**src/rtl/mem_stage_pkg.sv**
```systemverilog
`default_nettype none
// ============================================================================
//  Module   : mem_stage_pkg
//  Purpose  : Shared types for the MEM pipeline stage (EX->MEM and MEM->WB
//             bundles, access sizes, stage FSM states).
//  Revision : 1.0 - initial release
// ============================================================================
package mem_stage_pkg;

  localparam int DATA_WIDTH = 32;
  localparam int BE_WIDTH   = DATA_WIDTH / 8;

  // Access size; encoding 2'b11 is not named and behaves as a word access
  typedef enum logic [1:0] {
    MEM_BYTE = 2'b00,
    MEM_HALF = 2'b01,
    MEM_WORD = 2'b10
  } mem_size_e;

  typedef struct packed {
    logic       reg_we;
    logic [4:0] rd;
  } wb_pipe_t;

  typedef struct packed {
    logic                  re;
    logic                  we;
    mem_size_e             size;
    logic                  unsigned_ld;
    logic [DATA_WIDTH-1:0] wdata;
  } id2mem_t;

  typedef struct packed {
    id2mem_t               id_stage;
    logic [DATA_WIDTH-1:0] alu_result;
    logic [DATA_WIDTH-1:0] alu_csr;
    wb_pipe_t              wb_pipeline;
  } ex2mem_t;

  typedef struct packed {
    logic [DATA_WIDTH-1:0] result;
    logic [DATA_WIDTH-1:0] alu_csr;
    wb_pipe_t              wb_pipeline;
    logic                  misaligned;
  } mem2wb_t;

  typedef enum logic [1:0] {
    MEM_IDLE   = 2'b00,
    MEM_REQ    = 2'b01,
    MEM_WAIT_R = 2'b10
  } mem_state_e;

  // Bytes are never misaligned; halves need addr[0]=0, words addr[1:0]=0
  function automatic logic is_misaligned(input mem_size_e size, input logic [1:0] addr);
    logic mis;
    case (size)
      MEM_BYTE: mis = 1'b0;
      MEM_HALF: mis = addr[0];
      default:  mis = |addr;
    endcase
    return mis;
  endfunction

endpackage
`default_nettype wire

```
**src/rtl/lsu_align.sv**
```systemverilog
`default_nettype none
// ============================================================================
//  Module   : lsu_align
//  Purpose  : Combinational lane alignment: byte enables and replicated store
//             data, plus shift/truncate/extend of load data.
//  Revision : 1.0 - initial release
// ============================================================================
module lsu_align
  import mem_stage_pkg::*;
(
  input  mem_size_e             size_i,
  input  logic [1:0]            addr_i,
  input  logic [DATA_WIDTH-1:0] wdata_i,
  input  logic [DATA_WIDTH-1:0] rdata_i,
  input  logic                  unsigned_ld_i,
  output logic [BE_WIDTH-1:0]   be_o,
  output logic [DATA_WIDTH-1:0] wdata_o,
  output logic [DATA_WIDTH-1:0] rdata_o
);

  logic [DATA_WIDTH-1:0] w_shifted;

  assign w_shifted = rdata_i >> {addr_i, 3'b000};

  // Size-dependent enables, store replication and load extension
  always_comb begin
    be_o    = 4'b1111;
    wdata_o = wdata_i;
    rdata_o = w_shifted;
    case (size_i)
      MEM_BYTE: begin
        be_o    = 4'b0001 << addr_i;
        wdata_o = {4{wdata_i[7:0]}};
        rdata_o = {{24{w_shifted[7] & ~unsigned_ld_i}}, w_shifted[7:0]};
      end
      MEM_HALF: begin
        be_o    = 4'b0011 << addr_i;
        wdata_o = {2{wdata_i[15:0]}};
        rdata_o = {{16{w_shifted[15] & ~unsigned_ld_i}}, w_shifted[15:0]};
      end
      default: begin
        be_o    = 4'b1111;
        wdata_o = wdata_i;
        rdata_o = w_shifted;
      end
    endcase
  end

endmodule
`default_nettype wire

```
**src/rtl/mem_stage.sv**
```systemverilog
`default_nettype none
// ============================================================================
//  Module   : mem_stage
//  Purpose  : MEM pipeline stage. Issues loads/stores over a req/gnt/rvalid
//             port, aligns data and registers the bundle for WB. Stalls EX
//             while a memory access is outstanding.
//  Revision : 1.0 - initial release
// ============================================================================
module mem_stage
  import mem_stage_pkg::*;
(
  input  logic                  clk_i,
  input  logic                  rst_ni,
  input  ex2mem_t               mem_pipeline_i,
  input  logic                  valid_i,
  output logic                  ready_o,
  output logic                  data_req_o,
  input  logic                  data_gnt_i,
  output logic [31:0]           data_addr_o,
  output logic                  data_we_o,
  output logic [BE_WIDTH-1:0]   data_be_o,
  output logic [31:0]           data_wdata_o,
  input  logic                  data_rvalid_i,
  input  logic [31:0]           data_rdata_i,
  output mem2wb_t               wb_pipeline_o,
  output logic                  valid_o
);

  mem_state_e            state_q, state_d;
  ex2mem_t               hold_q, hold_d;
  logic                  req_q, req_d;
  logic                  we_q, we_d;
  logic [BE_WIDTH-1:0]   be_q, be_d;
  logic [31:0]           addr_q, addr_d;
  logic [31:0]           wdata_q, wdata_d;
  logic                  valid_q, valid_d;
  mem2wb_t               wb_q, wb_d;

  logic                  w_idle;
  logic                  w_accept;
  logic                  w_is_mem;
  logic                  w_mis;
  logic                  w_hold_store;
  mem_size_e             w_size;
  logic [1:0]            w_addr;
  logic [DATA_WIDTH-1:0] w_wdata;
  logic                  w_unsigned;
  logic [BE_WIDTH-1:0]   w_be;
  logic [DATA_WIDTH-1:0] w_wdata_al;
  logic [DATA_WIDTH-1:0] w_rdata_ext;

  assign w_idle   = (state_q == MEM_IDLE);
  assign w_accept = valid_i & w_idle;
  assign w_is_mem = mem_pipeline_i.id_stage.re | mem_pipeline_i.id_stage.we;
  assign w_mis    = w_is_mem & is_misaligned(mem_pipeline_i.id_stage.size,
                                             mem_pipeline_i.alu_result[1:0]);
  // An op in REQ has re or we set; re&we is a store, so only we=0,re=1 is a load
  assign w_hold_store = hold_q.id_stage.we | ~hold_q.id_stage.re;

  // Aligner sees the incoming op while idle (store setup) and the held op otherwise (load extract)
  assign w_size     = w_idle ? mem_pipeline_i.id_stage.size        : hold_q.id_stage.size;
  assign w_addr     = w_idle ? mem_pipeline_i.alu_result[1:0]      : hold_q.alu_result[1:0];
  assign w_wdata    = w_idle ? mem_pipeline_i.id_stage.wdata       : hold_q.id_stage.wdata;
  assign w_unsigned = w_idle ? mem_pipeline_i.id_stage.unsigned_ld : hold_q.id_stage.unsigned_ld;

  lsu_align u_lsu_align (
    .size_i        (w_size),
    .addr_i        (w_addr),
    .wdata_i       (w_wdata),
    .rdata_i       (data_rdata_i),
    .unsigned_ld_i (w_unsigned),
    .be_o          (w_be),
    .wdata_o       (w_wdata_al),
    .rdata_o       (w_rdata_ext)
  );

  // Next-state, memory-port and writeback bundle computation
  always_comb begin
    state_d = state_q;
    hold_d  = hold_q;
    req_d   = req_q;
    we_d    = we_q;
    be_d    = be_q;
    addr_d  = addr_q;
    wdata_d = wdata_q;
    valid_d = 1'b0;
    wb_d    = wb_q;
    case (state_q)
      MEM_IDLE: begin
        if (w_accept) begin
          hold_d = mem_pipeline_i;
          if (!w_is_mem || w_mis) begin
            valid_d                = 1'b1;
            wb_d.result            = mem_pipeline_i.alu_result;
            wb_d.alu_csr           = mem_pipeline_i.alu_csr;
            wb_d.wb_pipeline       = mem_pipeline_i.wb_pipeline;
            wb_d.misaligned        = w_mis;
            if (w_mis) begin
              wb_d.wb_pipeline.reg_we = 1'b0;
            end
          end else begin
            state_d = MEM_REQ;
            req_d   = 1'b1;
            we_d    = mem_pipeline_i.id_stage.we;
            be_d    = w_be;
            wdata_d = w_wdata_al;
            addr_d  = {mem_pipeline_i.alu_result[31:2], 2'b00};
          end
        end
      end
      MEM_REQ: begin
        if (data_gnt_i) begin
          req_d = 1'b0;
          if (w_hold_store) begin
            state_d          = MEM_IDLE;
            valid_d          = 1'b1;
            wb_d.result      = hold_q.alu_result;
            wb_d.alu_csr     = hold_q.alu_csr;
            wb_d.wb_pipeline = hold_q.wb_pipeline;
            wb_d.misaligned  = 1'b0;
          end else begin
            state_d = MEM_WAIT_R;
          end
        end
      end
      MEM_WAIT_R: begin
        if (data_rvalid_i) begin
          state_d          = MEM_IDLE;
          valid_d          = 1'b1;
          wb_d.result      = w_rdata_ext;
          wb_d.alu_csr     = hold_q.alu_csr;
          wb_d.wb_pipeline = hold_q.wb_pipeline;
          wb_d.misaligned  = 1'b0;
        end
      end
      default: begin
        state_d = MEM_IDLE;
        req_d   = 1'b0;
      end
    endcase
  end

  // State and output registers; reset abandons any access in flight
  always_ff @(posedge clk_i) begin
    if (!rst_ni) begin
      state_q <= MEM_IDLE;
      hold_q  <= '0;
      req_q   <= 1'b0;
      we_q    <= 1'b0;
      be_q    <= '0;
      addr_q  <= '0;
      wdata_q <= '0;
      valid_q <= 1'b0;
      wb_q    <= '0;
    end else begin
      state_q <= state_d;
      hold_q  <= hold_d;
      req_q   <= req_d;
      we_q    <= we_d;
      be_q    <= be_d;
      addr_q  <= addr_d;
      wdata_q <= wdata_d;
      valid_q <= valid_d;
      wb_q    <= wb_d;
    end
  end

  assign ready_o       = w_idle;
  assign data_req_o    = req_q;
  assign data_we_o     = we_q;
  assign data_be_o     = be_q;
  assign data_addr_o   = addr_q;
  assign data_wdata_o  = wdata_q;
  assign valid_o       = valid_q;
  assign wb_pipeline_o = wb_q;

endmodule
`default_nettype wire

```
**config.mk**
```make
export PLATFORM = sky130hd
export DESIGN_NAME = mem_stage
export DESIGN_NICKNAME = d
export VERILOG_FILES = /design/src/rtl/mem_stage_pkg.sv /design/src/rtl/lsu_align.sv /design/src/rtl/mem_stage.sv
export SDC_FILE = /design/constraint.sdc
export NUM_CORES = 1
export LEC_CHECK = 0
export BUFFER_PORTS_ARGS = -buffer_cell sky130_fd_sc_hd__buf_4
export CORE_UTILIZATION = 30
export DETAILED_ROUTE_END_ITERATION = 12
export MAX_ROUTING_LAYER = met4
export PLACE_DENSITY_LB_ADDON = 0.05
export SYNTH_ARGS = -nofsm -noshare
export SYNTH_HDL_FRONTEND = slang
export SYNTH_SLANG_ARGS = --single-unit
```
**constraint.sdc**
```tcl
create_clock -name clk_i -period 6.45 [get_ports clk_i]
set_input_delay 1.29 -clock clk_i [delete_from_list [all_inputs] [get_ports clk_i]]
set_output_delay 1.29 -clock clk_i [all_outputs]
set_load 0.03 [all_outputs]
```
# --- Yosys cells after proc, flatten, opt, wreduce, memory -nomap -nowiden ---
# Index checks and enable logic that the tools add are counted.
word_totals:
  register_bits: 217
  wordCells: 85
op_classes:
  eq_ne: 10
  shifts: 3
  n_mux: 30
  bitwise_logic: 10
  reduce_logical: 12
op_table:
  columns: ["cell", "n"]
  rows:
  - ["71-bit two-way mux", 5]
  - ["71-bit case mux with 3 select lines", 1]
  - ["32-bit case mux with 2 select lines", 2]
  - ["32-bit by 5-bit right shift with 32-bit output", 1]
  - ["2-bit two-way mux", 7]
  - ["1-bit two-way mux", 10]
  - ["2-bit != test, second input constant", 4]
  - ["4-bit case mux with 2 select lines", 1]
  - ["4-bit AND reduction", 2]
  - ["2-bit by 1-bit equality test with 1-bit output, second input constant", 3]
  - ["2-bit zero test", 3]
  - ["1-bit case mux with 3 select lines", 2]
  - ["2-bit case mux with 3 select lines", 1]
  - ["6-bit AND reduction", 1]
  - ["1-bit AND", 4]
  - ["2-bit by 1-bit != test with 1-bit output, second input constant", 2]
  - ["1-bit NOT", 4]
  - ["1-bit by 2-bit << shifter with 4-bit output, first input constant", 1]
  - ["2-bit by 2-bit << shifter with 4-bit output, first input constant", 1]
  - ["3-bit AND reduction", 1]
  - ["3-bit nonzero test", 1]
  - ["2-bit equality test, second input constant", 1]
  - ["1-bit bitwise OR", 2]
  - ["1-bit case mux with 2 select lines", 1]
  - ["4 further kinds", 4]

# --- Logic depth before layout (Yosys ltp) ---
logic_depth:
  word_depth: 7
  depth_mapped: 11

# --- By module ---
# From an unflattened synthesis, not the netlist that was laid out.
hier_totals:
  cells_unflattened: 1502
  hier_area_um2: 11768.8
by_module_without_submodules:
  columns: ["mod", "instances", "cells_per_inst", "area_per_inst_um2", "seq_area_each_um2"]
  rows:
  - ["mem_stage", 1, 1320, 10451.3, 4984.8]
  - ["lsu_align", 1, 182, 1317.5, 0.0]

# --- Worst setup path before layout ---
# OpenSTA, ideal clock, no wires.
synth_timing:
  kind: "input -> register"
  from: "input port mem_pipeline_i[38] in the netlist's numbering"
  to: "register wdata_q[24] (netlist: data_wdata_o[24])"
  arrival_ps: 2825
  t_required_ps: 6313
  setup_slack_ps: 3488
  stages: 6
  n_path_buf: 3
  path_cell_list: "buf_2 > or2_2 > a211oi_1 > clkbuf_1 > clkbuf_1 > a211oi_1"
synth_between:
  elab_chain_len: 6
synth_lines:
  columns: ["element", "line_no", "rtl"]
  rows:
  - ["start, declared", "mem_stage.sv:14", "input ex2mem_t mem_pipeline_i,"]
  - ["2-bit OR reduction", "mem_stage_pkg.sv:59", "default: mis = |addr;"]
  - ["1-bit case mux with 2 select lines (*)", "mem_stage_pkg.sv:56", "case (size)"]
  - ["1-bit AND (*)", "mem_stage.sv:55", "assign w_mis = w_is_mem & is_misaligned(mem_pipeline_i.id_stage.size,"]
  - ["1-bit logical OR (*)", "mem_stage.sv:92", "if (!w_is_mem || w_mis) begin"]
  - ["1-bit NOT (no source line) (*)", null, null]
  - ["3-bit AND reduction (no source line) (*)", null, null]
  - ["end signal, assigned", "mem_stage.sv:162", "wdata_q <= wdata_d;"]
  - ["end, declared", "mem_stage.sv:35", "logic [31:0] wdata_q, wdata_d;"]
# Every way passes the cells marked *; elsewhere a longest branch is shown, timed or not.
# A chain may end at the register's enable or synchronous reset.

# --- Final worst setup path ---
layout_timing:
  from: "register state_q[0]"
  to: "register wb_q (netlist bit wb_pipeline_o[0])"
layout_between:
  elab_chain_len: 4
layout_lines:
  columns: ["element", "line_no", "rtl"]
  rows:
  - ["start, declared", "mem_stage.sv:29", "mem_state_e state_q, state_d;"]
  - ["start signal, assigned", "mem_stage.sv:156", "state_q <= state_d;"]
  - ["2-bit zero test", "mem_stage.sv:52, mem_stage.sv:88", null]
  - ["1-bit AND", "mem_stage.sv:53", "assign w_accept = valid_i & w_idle;"]
  - ["2-bit by 1-bit != test with 1-bit output (no source line)", null, null]
  - ["6-bit AND reduction (no source line)", null, null]
  - ["end signal, assigned", "mem_stage.sv:164", "wb_q <= wb_d;"]
  - ["end, declared", "mem_stage.sv:37", "mem2wb_t wb_q, wb_d;"]
# Several ways; a longest one is shown, not always the timed one.

==> impl_metrics.csv <==
group,metric,value,unit
sta,hold_violations,0,
sta,setup_viol,0,
power_and_ir_drop,ir_worst_vdd,0.1976,mV
floorplan,dieArea,0.03295,mm²
worst_hold_path,hold_path.startpoint,"hold_q[53]",
setup_path,path_buf_inv,1,
floorplan,initial_core_util,30.56,%
logic_synthesis,syn-cell-area,0.009668,mm²
route,wl,35820,µm
sta,tns,0,ns
logic_synthesis,ys_seq_elements,217,
setup_path,critical_path_required,6.91,ns
global_route,gr-total-overflow,0,
floorplan,rows,65,
sta,min_period,3.685,ns
cells_and_area,layout-drive-gt1-share,25.00,%
global_route,use_met1,29.15,%
logic_synthesis,synth_edf_count,0,
logic_synthesis,yosysUniqueCellTypes,55,
cells_and_area,syn2layout_area_growth,33.14,%
global_route,grt_usage,21.75,%
clock_network,clockBufferDepth,3,
sta,tightest_slew,1.155,ns
clock_network,cts_resized,0,
power_and_ir_drop,power.density,343.1,mW/mm²
logic_synthesis,synthArstFlopShare,0,%
global_route,grt.busiest_layer,"met2",
global_route,grt.met2_usage,34.35,%
route,postRouteAntennaNets,0,
setup_path,crit_type,"reg -> reg",
sta,rsz0062_at_grt,"false",
setup_path,setup.worst_path.start,"state_q[0]",
global_route,grt_pass1_vias,9185,
setup_path,cp_max_fo,41,
logic_synthesis,yosys_warnings,0,
floorplan,coreArea,0.03164,mm²
route,drt_first_pass_iters,5,
logic_synthesis,synthFlopType,"dfxtp_1",
placed_design,hpwl,23350,µm
logic_synthesis,netlist_top_cells_area,"dfxtp_1 (45%), nand2_1 (12%), a21oi_1 (8.2%), a221oi_1 (3.4%), mux2i_1 (3.4%)",
route,drt-initial-drc-count,646,
power_and_ir_drop,power.leakage,5.311,nW
sta,period_share,57.14,%
clock_network,post-cts-setup-buffers,0,
power_and_ir_drop,p_total,4.417,mW
global_route,grt_pass1_wl,55010,µm
logic_synthesis,yosysSeqAreaShare,44.93,%
sta,max_clock_freq,271.3,MHz
global_route,met3_usage,3.369,%
clock_network,htreeDepth,1,
route,drcViolationCount,0,
sta,drv_slew,0,
clock_network,cts_sinks,217,
floorplan,io_pins,287,
worst_hold_path,min_path_type,"reg -> reg",
logic_synthesis,synth_cells,1240,
floorplan,chipWidth,181.5,µm
global_route,grt_max_degree,94,
clock_network,clk_latency,0.54,ns
placed_design,place_congestion,0.7849,
setup_path,path_cells,"inv_1 -> ha_1 -> nor2b_1 -> nor3b_1 -> nand3_2 -> or4_1 -> a21oi_1",
route,vias,9770,
logic_synthesis,synth_top_area_share,44.93,%
clock_network,clk_pin_slew_worst_paths,0.06,ns
setup_path,end_kind,"flop",
cells_and_area,nNetsFinal,1606,
floorplan,die_h,181.5,µm
setup_path,critPathTopFamily,"simple AND/OR/NAND/NOR gates",
setup_path,cp.arrival,4.15,ns
run,cap_violations,0,
placed_design,port_buffers,284,
clock_network,tritoncts,"yes",
clock_network,cts_hold_buf,0,
global_route,antenna_found_initial,2,
clock_network,cts_made_buffers,26,
logic_synthesis,synth.largest_area_cell,"dfxtp_1",
sta,fin_skew,0.007689,ns
run_status,status,"finished, final reports clean",
setup_path,slowest_delay,0.85,ns
setup_path,r2r-start,"state_q[0]",
logic_synthesis,synth.most_common_cell,"nand2_1",
route,post_drt_wl_per_cell,19.06,µm
logic_synthesis,syn_area_per_cell,7.797,µm²
logic_synthesis,ys_top_cells_by_count,"nand2_1 (315), dfxtp_1 (217), a21oi_1 (159)",
sta,slew_headroom,22.98,%
clock_network,root_buffer,"clkbuf_16",
route,post_drt_via_cell_ratio,5.197,
setup_path,slowest_stage,"nand3_2",
setup_path,start_kind,"flop",
-- flip-flops by register name, indices dropped and copies added (netlist names) --
name,flops
data_req_o,1
data_wdata_o,32
hold_q,75
wb_pipeline_o,71
data_addr_o,30
state_q,2
data_we_o,1
data_be_o,4
valid_o,1
-- final timing paths --
kind	endpoint	slack (ns)	cells after the start
max	wb_pipeline_o[0]	2.76	7
min	hold_q[53]	0.45	2
max reg2reg	wb_pipeline_o[0]	2.76	7
min reg2reg	hold_q[53]	0.45	2
-- layout make-up --
class,count,area (µm²)
Clock inverter,10,111.4
Multi-Input combinational cell,899,4866
Inverter,17,68.82
Fill cell,3245,18760
Clock buffer,37,752.0
Sequential cell,217,4344
Tap cell,402,503.0
Antenna cell,2,5.005
Timing Repair Buffer,296,2222
-- metal layers --
layer / routed length [µm] / part of all wire (%)
met1: 16480 / 46
met2: 16720 / 47
met3: 1990 / 5.6
met4: 626 / 1.7
met5: 0 / 0
-- power by group --
part	switching (mW)	internal (mW)	leakage, nW	total [mW]
Combinational	0.872	0.460	3.10	1.33
Sequential	0.0931	1.50	1.78	1.60
Clock	0.600	0.888	0.432	1.49
Total	1.57	2.85	5.31	4.42
-- through the flow --
stage | area [µm²] | hold WS (ns) | cells | util (%) | worst slack, ns
detailed placement | 12000 | 0.4422 | 1831 | 37.94 | 2.563
finish | 12870 | 0.4525 | 1880 | 40.69 | 2.765
global placement | 12000 | 0.4414 | 1831 | 37.94 | 2.557
global route | 12870 | 0.4589 | 1880 | 40.69 | 2.470
CTS | 12870 | 0.4505 | 1878 | 40.67 | 2.778
floorplan | 9672 | 0.4319 | 1241 | - | 3.488
-- worst register-to-register path, stage by stage, from the launching register on --
cell,delay [ns]
dfxtp_1,0.38
inv_1,0.10
ha_1,0.54
nor2b_1,0.30
nor3b_1,0.56
nand3_2,0.86
or4_1,0.72
a21oi_1,0.15
-- logic make-up after synthesis --
kind of cell	synth area share (%)
simple gates	22.54
mux	3.882
fa+ha+maj	0.6471
flops	44.93
other cells	0.03879
compound gates	22.61
buf+inv	5.345
-- layout by cell type (no fill, tap or decap), drive strengths merged, types with 3 or more instances in the layout --
cell / n
nand4: 9
a222oi: 7
a31oi: 4
ha: 5
nor2b: 4
buf: 296
a211oi: 17
and2: 5
nand2b: 3
a221oi: 38
nor4: 9
o211ai: 13
o41ai: 8
nor2: 83
o22ai: 8
inv: 17
o2bb2ai: 8
mux2i: 34
nand2: 316
a21oi: 159
clkbuf: 37
a311oi: 10
or2: 10
a32oi: 3
nor3: 52
o21ai: 38
nand3: 19
a22oi: 8
clkinv: 8
o2111ai: 7
dfxtp: 217
No activity file was read; power rests on OpenSTA's default activity.
